==> src/rtl/mspu_pkg.sv <==
// Shared RV32I decode definitions: opcodes, ALU operations,
// immediate formats and the decoded-control bundle.
package mspu_pkg;

    localparam int XLEN       = 32;
    localparam int REDIR_KILL = 2;

    localparam logic [6:0] OP_LUI    = 7'b0110111;
    localparam logic [6:0] OP_AUIPC  = 7'b0010111;
    localparam logic [6:0] OP_JAL    = 7'b1101111;
    localparam logic [6:0] OP_JALR   = 7'b1100111;
    localparam logic [6:0] OP_BRANCH = 7'b1100011;
    localparam logic [6:0] OP_LOAD   = 7'b0000011;
    localparam logic [6:0] OP_STORE  = 7'b0100011;
    localparam logic [6:0] OP_IMM    = 7'b0010011;
    localparam logic [6:0] OP_REG    = 7'b0110011;
    localparam logic [6:0] OP_FENCE  = 7'b0001111;
    localparam logic [6:0] OP_SYSTEM = 7'b1110011;

    typedef enum logic [3:0] {
        ALU_ADD  = 4'd0,
        ALU_SUB  = 4'd1,
        ALU_SLL  = 4'd2,
        ALU_SLT  = 4'd3,
        ALU_SLTU = 4'd4,
        ALU_XOR  = 4'd5,
        ALU_SRL  = 4'd6,
        ALU_SRA  = 4'd7,
        ALU_OR   = 4'd8,
        ALU_AND  = 4'd9
    } alu_op_t;

    typedef enum logic [2:0] {
        IMM_NONE = 3'd0,
        IMM_I    = 3'd1,
        IMM_S    = 3'd2,
        IMM_B    = 3'd3,
        IMM_U    = 3'd4,
        IMM_J    = 3'd5
    } imm_type_t;

    typedef struct packed {
        logic [4:0] rs1;
        logic [4:0] rs2;
        logic [4:0] rd;
        imm_type_t  imm_type;
        alu_op_t    alu_op;
        logic       alu_src;
        logic       reg_we;
        logic       mem_re;
        logic       mem_we;
        logic [2:0] mem_size;
        logic       branch;
        logic       jump;
        logic       illegal;
    } ctrl_t;

    // funct3 -> ALU op; alt selects SUB/SRA
    function automatic alu_op_t f3_alu(input logic [2:0] f3,
                                       input logic alt);
        alu_op_t op;
        unique case (f3)
            3'b000:  op = alt ? ALU_SUB : ALU_ADD;
            3'b001:  op = ALU_SLL;
            3'b010:  op = ALU_SLT;
            3'b011:  op = ALU_SLTU;
            3'b100:  op = ALU_XOR;
            3'b101:  op = alt ? ALU_SRA : ALU_SRL;
            3'b110:  op = ALU_OR;
            default: op = ALU_AND;
        endcase
        return op;
    endfunction

endpackage

==> src/rtl/instruction_decode_imm_gen.sv <==
// Immediate generator: sign-extends the I/S/B/U/J immediate
// fields of an RV32I word; R-type and NOPs yield zero.
module instruction_decode_imm_gen
    import mspu_pkg::*;
(
    input  logic [31:7] insn,
    input  imm_type_t   imm_type,
    output logic [31:0] imm
);

    // pure field shuffle selected by format
    always_comb begin
        imm = '0;
        unique case (imm_type)
            IMM_I: imm = {{20{insn[31]}}, insn[31:20]};
            IMM_S: imm = {{20{insn[31]}}, insn[31:25], insn[11:7]};
            IMM_B: imm = {{19{insn[31]}}, insn[31], insn[7],
                          insn[30:25], insn[11:8], 1'b0};
            IMM_U: imm = {insn[31:12], 12'b0};
            IMM_J: imm = {{11{insn[31]}}, insn[31], insn[19:12],
                          insn[20], insn[30:21], 1'b0};
            default: imm = '0;
        endcase
    end

endmodule

==> src/rtl/instruction_decode.sv <==
// RV32I decode stage: aligns fetch PC with imem data, decodes,
// and squashes wrong-path slots after a redirect.
module instruction_decode
    import mspu_pkg::*;
#(
    parameter int XLEN       = 32,
    parameter int REDIR_KILL = 2
) (
    input  logic            clk,
    input  logic            reset,
    input  logic            run,
    input  logic [XLEN-1:0] if_pc,
    input  logic [31:0]     if_insn,
    input  logic            redirect,
    output logic            id_valid,
    output logic [XLEN-1:0] id_pc,
    output logic [31:0]     id_insn,
    output logic [4:0]      id_rs1,
    output logic [4:0]      id_rs2,
    output logic [4:0]      id_rd,
    output logic [XLEN-1:0] id_imm,
    output logic [3:0]      id_alu_op,
    output logic            id_alu_src,
    output logic            id_reg_we,
    output logic            id_mem_re,
    output logic            id_mem_we,
    output logic [2:0]      id_mem_size,
    output logic            id_branch,
    output logic            id_jump,
    output logic            id_illegal
);

    localparam int KW = $clog2(REDIR_KILL) + 1;
    localparam logic [KW-1:0] KILL_LOAD = KW'(REDIR_KILL - 1);

    logic [XLEN-1:0] pc_q;
    logic            align_vld;
    logic [KW-1:0]   kill_cnt;
    ctrl_t           c;
    logic [31:0]     imm;
    logic            live;

    logic [6:0] opc;
    logic [2:0] f3;
    logic [6:0] f7;
    logic [4:0] rs1f;
    logic [4:0] rs2f;
    logic [4:0] rdf;

    assign opc  = if_insn[6:0];
    assign f3   = if_insn[14:12];
    assign f7   = if_insn[31:25];
    assign rs1f = if_insn[19:15];
    assign rs2f = if_insn[24:20];
    assign rdf  = if_insn[11:7];

    assign live = align_vld && (kill_cnt == '0) && !redirect;

    // align register and wrong-path kill counter
    always_ff @(posedge clk) begin
        if (!reset || !run) begin
            pc_q      <= '0;
            align_vld <= 1'b0;
            kill_cnt  <= '0;
        end else begin
            pc_q      <= if_pc;
            align_vld <= 1'b1;
            if (redirect)
                kill_cnt <= KILL_LOAD;
            else if (kill_cnt != '0)
                kill_cnt <= kill_cnt - 1'b1;
        end
    end

    // opcode/funct decoder for the aligned slot
    always_comb begin
        c          = '0;
        c.alu_op   = ALU_ADD;
        c.imm_type = IMM_NONE;
        unique case (1'b1)
            (opc == OP_LUI), (opc == OP_AUIPC): begin
                c.rd       = rdf;
                c.imm_type = IMM_U;
                c.alu_src  = 1'b1;
                c.reg_we   = 1'b1;
            end
            (opc == OP_JAL): begin
                c.rd       = rdf;
                c.imm_type = IMM_J;
                c.alu_src  = 1'b1;
                c.reg_we   = 1'b1;
                c.jump     = 1'b1;
            end
            (opc == OP_JALR): begin
                if (f3 == 3'b000) begin
                    c.rs1      = rs1f;
                    c.rd       = rdf;
                    c.imm_type = IMM_I;
                    c.alu_src  = 1'b1;
                    c.reg_we   = 1'b1;
                    c.jump     = 1'b1;
                end else begin
                    c.illegal = 1'b1;
                end
            end
            (opc == OP_BRANCH): begin
                if (f3[2:1] != 2'b01) begin
                    c.rs1      = rs1f;
                    c.rs2      = rs2f;
                    c.imm_type = IMM_B;
                    c.branch   = 1'b1;
                    c.alu_op   = !f3[2] ? ALU_SUB :
                                 (f3[1] ? ALU_SLTU : ALU_SLT);
                end else begin
                    c.illegal = 1'b1;
                end
            end
            (opc == OP_LOAD): begin
                if (f3[1:0] != 2'b11 && f3 != 3'b110) begin
                    c.rs1      = rs1f;
                    c.rd       = rdf;
                    c.imm_type = IMM_I;
                    c.alu_src  = 1'b1;
                    c.reg_we   = 1'b1;
                    c.mem_re   = 1'b1;
                    c.mem_size = f3;
                end else begin
                    c.illegal = 1'b1;
                end
            end
            (opc == OP_STORE): begin
                if (!f3[2] && f3[1:0] != 2'b11) begin
                    c.rs1      = rs1f;
                    c.rs2      = rs2f;
                    c.imm_type = IMM_S;
                    c.alu_src  = 1'b1;
                    c.mem_we   = 1'b1;
                    c.mem_size = f3;
                end else begin
                    c.illegal = 1'b1;
                end
            end
            (opc == OP_IMM): begin
                if ((f3 == 3'b001 && f7 != 7'b0) ||
                    (f3 == 3'b101 && f7 != 7'b0 &&
                     f7 != 7'b0100000)) begin
                    c.illegal = 1'b1;
                end else begin
                    c.rs1      = rs1f;
                    c.rd       = rdf;
                    c.imm_type = IMM_I;
                    c.alu_src  = 1'b1;
                    c.reg_we   = 1'b1;
                    c.alu_op   = f3_alu(f3, f3 == 3'b101 && f7[5]);
                end
            end
            (opc == OP_REG): begin
                if (f7 == 7'b0 || (f7 == 7'b0100000 &&
                    (f3 == 3'b000 || f3 == 3'b101))) begin
                    c.rs1    = rs1f;
                    c.rs2    = rs2f;
                    c.rd     = rdf;
                    c.reg_we = 1'b1;
                    c.alu_op = f3_alu(f3, f7[5]);
                end else begin
                    c.illegal = 1'b1;
                end
            end
            (opc == OP_FENCE), (opc == OP_SYSTEM): begin
                c.illegal = 1'b0;
            end
            default: c.illegal = 1'b1;
        endcase
        if (c.rd == 5'd0 || c.illegal)
            c.reg_we = 1'b0;
    end

    instruction_decode_imm_gen u_imm_gen (
        .insn     (if_insn[31:7]),
        .imm_type (c.imm_type),
        .imm      (imm)
    );

    // ID/EX register; killed slots keep data but drop side effects
    always_ff @(posedge clk) begin
        if (!reset || !run) begin
            id_valid    <= 1'b0;
            id_pc       <= '0;
            id_insn     <= '0;
            id_rs1      <= '0;
            id_rs2      <= '0;
            id_rd       <= '0;
            id_imm      <= '0;
            id_alu_op   <= '0;
            id_alu_src  <= 1'b0;
            id_reg_we   <= 1'b0;
            id_mem_re   <= 1'b0;
            id_mem_we   <= 1'b0;
            id_mem_size <= '0;
            id_branch   <= 1'b0;
            id_jump     <= 1'b0;
            id_illegal  <= 1'b0;
        end else begin
            id_valid    <= live;
            id_pc       <= pc_q;
            id_insn     <= if_insn;
            id_rs1      <= c.rs1;
            id_rs2      <= c.rs2;
            id_rd       <= c.rd;
            id_imm      <= XLEN'(imm);
            id_alu_op   <= c.alu_op;
            id_alu_src  <= c.alu_src;
            id_reg_we   <= c.reg_we && live;
            id_mem_re   <= c.mem_re && live;
            id_mem_we   <= c.mem_we && live;
            id_mem_size <= c.mem_size;
            id_branch   <= c.branch && live;
            id_jump     <= c.jump && live;
            id_illegal  <= c.illegal;
        end
    end

endmodule

==> config.mk <==
export PLATFORM = sky130hd
export DESIGN_NAME = instruction_decode
export DESIGN_NICKNAME = d
export VERILOG_FILES = /design/src/rtl/mspu_pkg.sv /design/src/rtl/instruction_decode_imm_gen.sv /design/src/rtl/instruction_decode.sv
export SDC_FILE = /design/constraint.sdc
export NUM_CORES = 1
export LEC_CHECK = 0
export ABC_AREA = 1
export BUFFER_PORTS_ARGS = -buffer_cell sky130_fd_sc_hd__buf_4
export CAP_MARGIN = 20
export CELL_PAD_IN_SITES_DETAIL_PLACEMENT = 1
export CELL_PAD_IN_SITES_GLOBAL_PLACEMENT = 2
export CORE_MARGIN = 2
export CORE_UTILIZATION = 29
export DETAILED_ROUTE_END_ITERATION = 8
export GPL_TIMING_DRIVEN = 0
export PLACE_DENSITY = 0.92
export SLEW_MARGIN = 20
export SYNTH_ARGS = -nofsm -noshare
export SYNTH_HDL_FRONTEND = slang
export SYNTH_SLANG_ARGS = --single-unit
export TNS_END_PERCENT = 20
==> constraint.sdc <==
create_clock -name clk -period 2.41 [get_ports clk]
set_input_delay 0.241 -clock clk [delete_from_list [all_inputs] [get_ports clk]]
set_output_delay 0.241 -clock clk [all_outputs]
set_load 0.02 [all_outputs]
# After elaboration in Yosys (flattened, before gate mapping)
# Cells that the tools add are included.
[totals]
reg_bits = 161
in_bits = 68
out_inout_bits = 126
elab_cells = 134
[op_classes]
add_sub_neg = 1
eq_ne = 27
mux = 52
reduce_logical = 34
[op_table]
columns = ["op", "n"]
rows = [
  ["case mux 32 bit (5 select lines)", 1],
  ["case mux 4 bit (7 select lines)", 2],
  ["case mux 5 bit (6 select lines)", 1],
  ["equality test 7 x 6 -> 1 bit, second input constant", 4],
  ["equality test 7 bit, second input constant", 4],
  ["case mux 5 bit (5 select lines)", 1],
  ["two-way mux 1 bit", 21],
  ["case mux 3 bit (7 select lines)", 1],
  ["two-way mux 10 bit", 2],
  ["two-way mux 8 bit", 2],
  ["equality test 3 bit, second input constant", 5],
  ["two-way mux 15 bit", 1],
  ["two-way mux 5 bit", 3],
  ["case mux 5 bit (3 select lines)", 1],
  ["equality test 7 x 5 -> 1 bit, second input constant", 2],
  ["logical AND 1 bit", 14],
  ["two-way mux 14 bit", 1],
  ["equality test 3 x 2 -> 1 bit, second input constant", 4],
  ["two-way mux 3 bit", 4],
  ["case mux 4 bit (3 select lines)", 1],
  ["case mux 1 bit (5 select lines)", 2],
  ["two-way mux 4 bit", 2],
  ["equality test 7 x 2 -> 1 bit, second input constant", 1],
  ["equality test 7 x 4 -> 1 bit, second input constant", 1],
  ["other kinds (22)", 33],
]

# Depth between registers and ports, before layout
[depth]
word_depth = 10
ltp_mapped = 12
mapped_depth_nobuf = 11

# By module
# From an unflattened synthesis, not the netlist that was laid out.
[hier_totals]
cells_unflattened = 696
hier_area_um2 = 5586.6
[by_module_without_submodules]
columns = ["module", "n_inst", "cells_per_inst", "area_each_um2", "seq_area_each_um2"]
rows = [
  ["instruction_decode", 1, 604, 5131.2, 3223.1],
  ["instruction_decode_imm_gen", 1, 92, 455.4, 0.0],
]

# Worst setup path before layout
# No wires, ideal clock.
[synth_path]
kind = "input-to-reg"
from = "input port if_insn[14]"
to = "register id_imm[28]"
setup_time_ns = 0.132
t_arrival_ns = 1.259
t_required_ns = 2.278
slack_ns = 1.018
stages = 11
path_buffers = 2
cell_sequence = "buf_2 inv_2 nand2_1 inv_1 nand3_2 clkinv_1 nand2_2 nand2_4 buf_6 nor2_1 a21oi_1"
[synth_between]
elab_chain_cells = 8
word_cells_on_any_way = 24
cone_classes = "eq/ne: 9; mux: 7; reduce/logical: 8"
[synth_rtl]
columns = ["item", "line", "text"]
rows = [
  ["start, declared", "instruction_decode.sv:13", "input logic [31:0] if_insn,"],
  ["equality test 3 bit", "instruction_decode.sv:145", "(f3 == 3'b101 && f7 != 7'b0 &&"],
  ["logical AND 1 bit (2 in a row)", "instruction_decode.sv:145", ""],
  ["logical OR 1 bit", "instruction_decode.sv:144", "if ((f3 == 3'b001 && f7 != 7'b0) ||"],
  ["two-way mux 14 bit", "instruction_decode.sv:144", ""],
  ["case mux 3 bit (7 select lines) (*)", "instruction_decode.sv:80", "unique case (1'b1)"],
  ["equality test 3 bit (tied with other cells)", "instruction_decode_imm_gen.sv:14", "unique case (imm_type)"],
  ["case mux 32 bit (5 select lines) (*)", "instruction_decode_imm_gen.sv:14", ""],
  ["end signal, assigned", "instruction_decode.sv:210", "id_imm <= XLEN'(imm);"],
  ["end, declared", "instruction_decode.sv:21", "output logic [XLEN-1:0] id_imm,"],
]
# Every way passes the cells marked *; elsewhere a longest branch is shown, timed or not.
# A chain may end at the register's enable or synchronous reset.

# Worst setup path in the final report
[layout_path]
from = "input port if_insn[3]"
to = "register id_imm[0]"
[layout_between]
elab_chain_cells = 5
word_cells_on_any_way = 16
cone_classes = "eq/ne: 13; mux: 2; reduce/logical: 1"
[layout_rtl]
columns = ["item", "line", "text"]
rows = [
  ["equality test 7 x 6 -> 1 bit or equality test 7 x 5 -> 1 bit (tied branches)", "instruction_decode.sv:81", "(opc == OP_LUI), (opc == OP_AUIPC): begin"],
  ["OR reduction 2 bit", "instruction_decode.sv:80", ""],
  ["case mux 3 bit (7 select lines) (*)", "instruction_decode.sv:80", ""],
  ["equality test 3 bit (tied with other cells)", "instruction_decode_imm_gen.sv:14", ""],
  ["case mux 32 bit (5 select lines) (*)", "instruction_decode_imm_gen.sv:14", ""],
]
# Marked as above.

==> run_results.csv <==
group,metric,value,unit
run_status,status,"finished, final reports clean",
detailed_routing,drc_errors,0,
worst_setup_path,r2r-end,"id_reg_we",
detailed_routing,drt-total-wl,16.5,mm
yosys,yosysUniqueCellTypes,29,
worst_setup_path,cp_slowest_cell,"nand2_1",
worst_setup_path,path_cells,"buf_4, inv_1, nand2_1, nor2_2, nand3_2, nand2_1, nor2_1, nand3_1, nand2_2, nor2_1",
clock_tree,clk_latency,0.43,ns
timing,fmax,0.673,GHz
timing,tns,0,ns
floorplanning,core_area,0.0185,sq mm
final_layout,fin_nets,955,
timing,finalSetupViolCount,0,
power,p_per_area,761,mW/mm^2
final_layout,drive_gt1_frac,0.283,
min_path,hold_depth,3,
floorplanning,die_area,0.0198,sq mm
clock_tree,cts_buffer_depth,2,
placed_design,hpwl,12.6,mm
clock_tree,h-tree-depth,4,
clock_tree,cts_tree,"done",
clock_tree,post_cts_buffers,0,
global_routing,grt_max_degree,17,
yosys,syn_avg_cell_area,8.03,sq um
floorplanning,row_count,50,
detailed_routing,post_drt_wl_per_cell,14.6,um
worst_setup_path,path_delay_family,"simple AND/OR/NAND/NOR gates",
worst_setup_path,start_kind,"input pin",
detailed_routing,first_iter_violations,133,
global_routing,grt_pass1_wl,26.0,mm
worst_setup_path,path_buf_inv,2,
run,cap_violations,0,
timing,setup_ws,0.924,ns
min_path,min_from,"if_pc[26]",
yosys,synth_common_cells,"nor2_1, dfxtp_1, inv_1, nand2_1, nand3_1",
yosys,syn_inst,675,
global_routing,grt_overflow_total,0,
placed_design,portBuffers,191,
worst_setup_path,max_stage_delay,0.28,ns
yosys,synth.most_common_cell,"nor2_1",
detailed_routing,first_pass_iters,4,
clock_tree,cts.clk_slew.worst_paths,0.07,ns
detailed_routing,ant_nets,0,
yosys,synth_top_cell_by_area,"dfxtp_1",
global_routing,antenna_found_initial,0,
timing,worstMarginPinSlew,0.637,ns
worst_setup_path,critical_path_class,"input pin to register",
worst_setup_path,worstPathArrival,1.82,ns
timing,min_period,1.49,ns
power,vdd.ir_drop.worst,0.000484,V
timing,slew_headroom,0.576,
floorplanning,die_w,141,um
min_path,whs_endpoint,"pc_q[26]",
clock_tree,ctsResizeCount,0,
worst_setup_path,critPathMaxFanout,9,
yosys,ys_ff_latch,161,
min_path,hold_path_class,"input pin to register",
final_layout,area_growth,43.1,%
yosys,ys.flop_type,"dfxtp_1",
floorplanning,ios,194,
power,p_leak,3.94,nW
floorplanning,start_util,0.293,
detailed_routing,routed-via-count,4756,
yosys,synth_area_leaders,"dfxtp_1, nor2_1, inv_1",
yosys,yosysTopAreaCellShare,0.594,
worst_setup_path,critPathRequiredTime,2.74,ns
yosys,synthesis.area,0.00542,sq mm
yosys,seq_area_frac_synth,0.594,
timing,hold_violations,0,
floorplanning,die_h,141,um
timing,fin_hold_ws,0.0258,ns
timing,final-max-slew-violation-count,0,
worst_setup_path,r2r_cells,6,
placed_design,dp_slack,0.496,ns
global_routing,grt_pass1_vias,4750,
yosys,async_reset_ff_frac,0,
worst_setup_path,r2r_start,"kill_cnt[0]",
yosys,synth_nets,744,
worst_setup_path,worst_setup_path_end_kind,"register",
global_routing,track_usage,0.170,
timing,finalCritPeriodShare,0.617,
timing,clock_skew,0.0105,ns
timing,rsz0062_at_grt,"no",
final_layout,num_antenna_cells,0,
clock_tree,hold_buffers,1,
placed_design,globalplace.congestion,0.802,
yosys,synth-edff-count,0,
clock_tree,cts_made_buffers,17,
detailed_routing,post_drt_via_cell_ratio,4.20,
worst_setup_path,reg2reg_slack,0.94,ns
clock_tree,cts_root_buf,"clkbuf_16",
clock_tree,clock-sinks,161,
yosys,yosysWarnings,0,
==> per-layer routing <==
metal  vias to the layer above  GRT usage  share of wire
met5                         -          0              0
met4                         0     0.0516          0.015
met3                        15     0.0710          0.083
met2                       145      0.285           0.49
met1                      2177      0.199           0.42
li1                       2419          -              -
==> registers in the layout, indices dropped and copies added, names as in the netlist, 2 cells and up <==
| signal | cells |
|---|---|
| id_imm | 32 |
| id_pc | 32 |
| id_alu_op | 4 |
| id_rd | 5 |
| pc_q | 32 |
| id_rs2 | 5 |
| id_rs1 | 5 |
| kill_cnt | 2 |
| id_mem_size | 3 |
| id_insn | 32 |
==> cells in the final DEF, fill, tap and decap left out, types with 2 or more instances in the layout <==
cell type	instances
nor2_1	164
nand2_1	62
nor3_1	8
o21ai_0	17
clkbuf_16	17
bufinv_16	2
buf_6	3
inv_6	5
inv_1	135
nor4_1	2
inv_8	3
clkbuf_1	15
nor2_2	4
nand3_1	35
nand3b_1	2
buf_2	3
dfxtp_1	161
clkinv_4	2
a21oi_1	32
inv_2	6
buf_4	193
o211ai_1	3
nand2_2	10
==> power breakdown <==
| part | internal, mW | switching, mW | leakage (nW) |
|---|---|---|---|
| Combinational | 0.163 | 0.237 | 2.34 |
| Sequential | 2.72 | 0.0160 | 1.31 |
| Clock | 1.59 | 1.18 | 0.294 |
==> cells by family (layout without fill, tap and decap cells) <==
| logic type | count (synthesis) | in the layout | synth area share |
|---|---|---|---|
| compound gates | 54 | 54 | 0.0519 |
| xor+xnor | 1 | 1 | 0.00162 |
| fa+ha+maj | 1 | 1 | 0.00231 |
| buf+inv | 165 | 388 | 0.120 |
| flops | 161 | 161 | 0.594 |
| simple gates | 293 | 293 | 0.229 |
==> worst register-to-register path: stages (launching register included) <==
cell and delay, ns:
dfxtp_1 0.32, inv_1 0.06, ha_1 0.23, nand4_1 0.30
a31oi_1 0.27, nand3_1 0.12, nor2_1 0.11
==> worst max-delay path by stage <==
| stage | start | endpoint | slack (ns) | cells past startpoint |
|---|---|---|---|---|
| after global routing | if_insn[14] | id_rs1[1] | 0.77 | 10 |
| after global placement | if_insn[1] | id_imm[0] | 0.49 | 9 |
| final | if_insn[3] | id_imm[0] | 0.92 | 10 |
| after CTS | if_insn[1] | id_imm[0] | 0.94 | 9 |
| after detailed placement | if_insn[1] | id_imm[0] | 0.50 | 9 |
| after floorplan | if_insn[14] | id_imm[28] | 1.02 | 11 |
==> through the flow <==
step	instances	instance area, sq um	total power, mW	utilization
after floorplan	675	5420	2.99	-
after global placement	1100	7150	3.19	0.386
after detailed placement	1100	7150	3.20	0.386
after CTS	1132	7760	5.99	0.419
after global routing	1132	7760	6.16	0.419
final	1132	7760	5.90	0.419
==> cell type report <==
cell class / count / area [sq um]
Sequential cell: 161 / 3220
Timing Repair Buffer: 192 / 1440
Fill cell: 2264 / 10800
Multi-Input combinational cell: 349 / 1550
Inverter: 142 / 533
Clock buffer: 18 / 439
Tap cell: 234 / 293
Clock inverter: 13 / 163
Buffer: 23 / 120
Note: power is estimated with default switching activity, not from simulation.
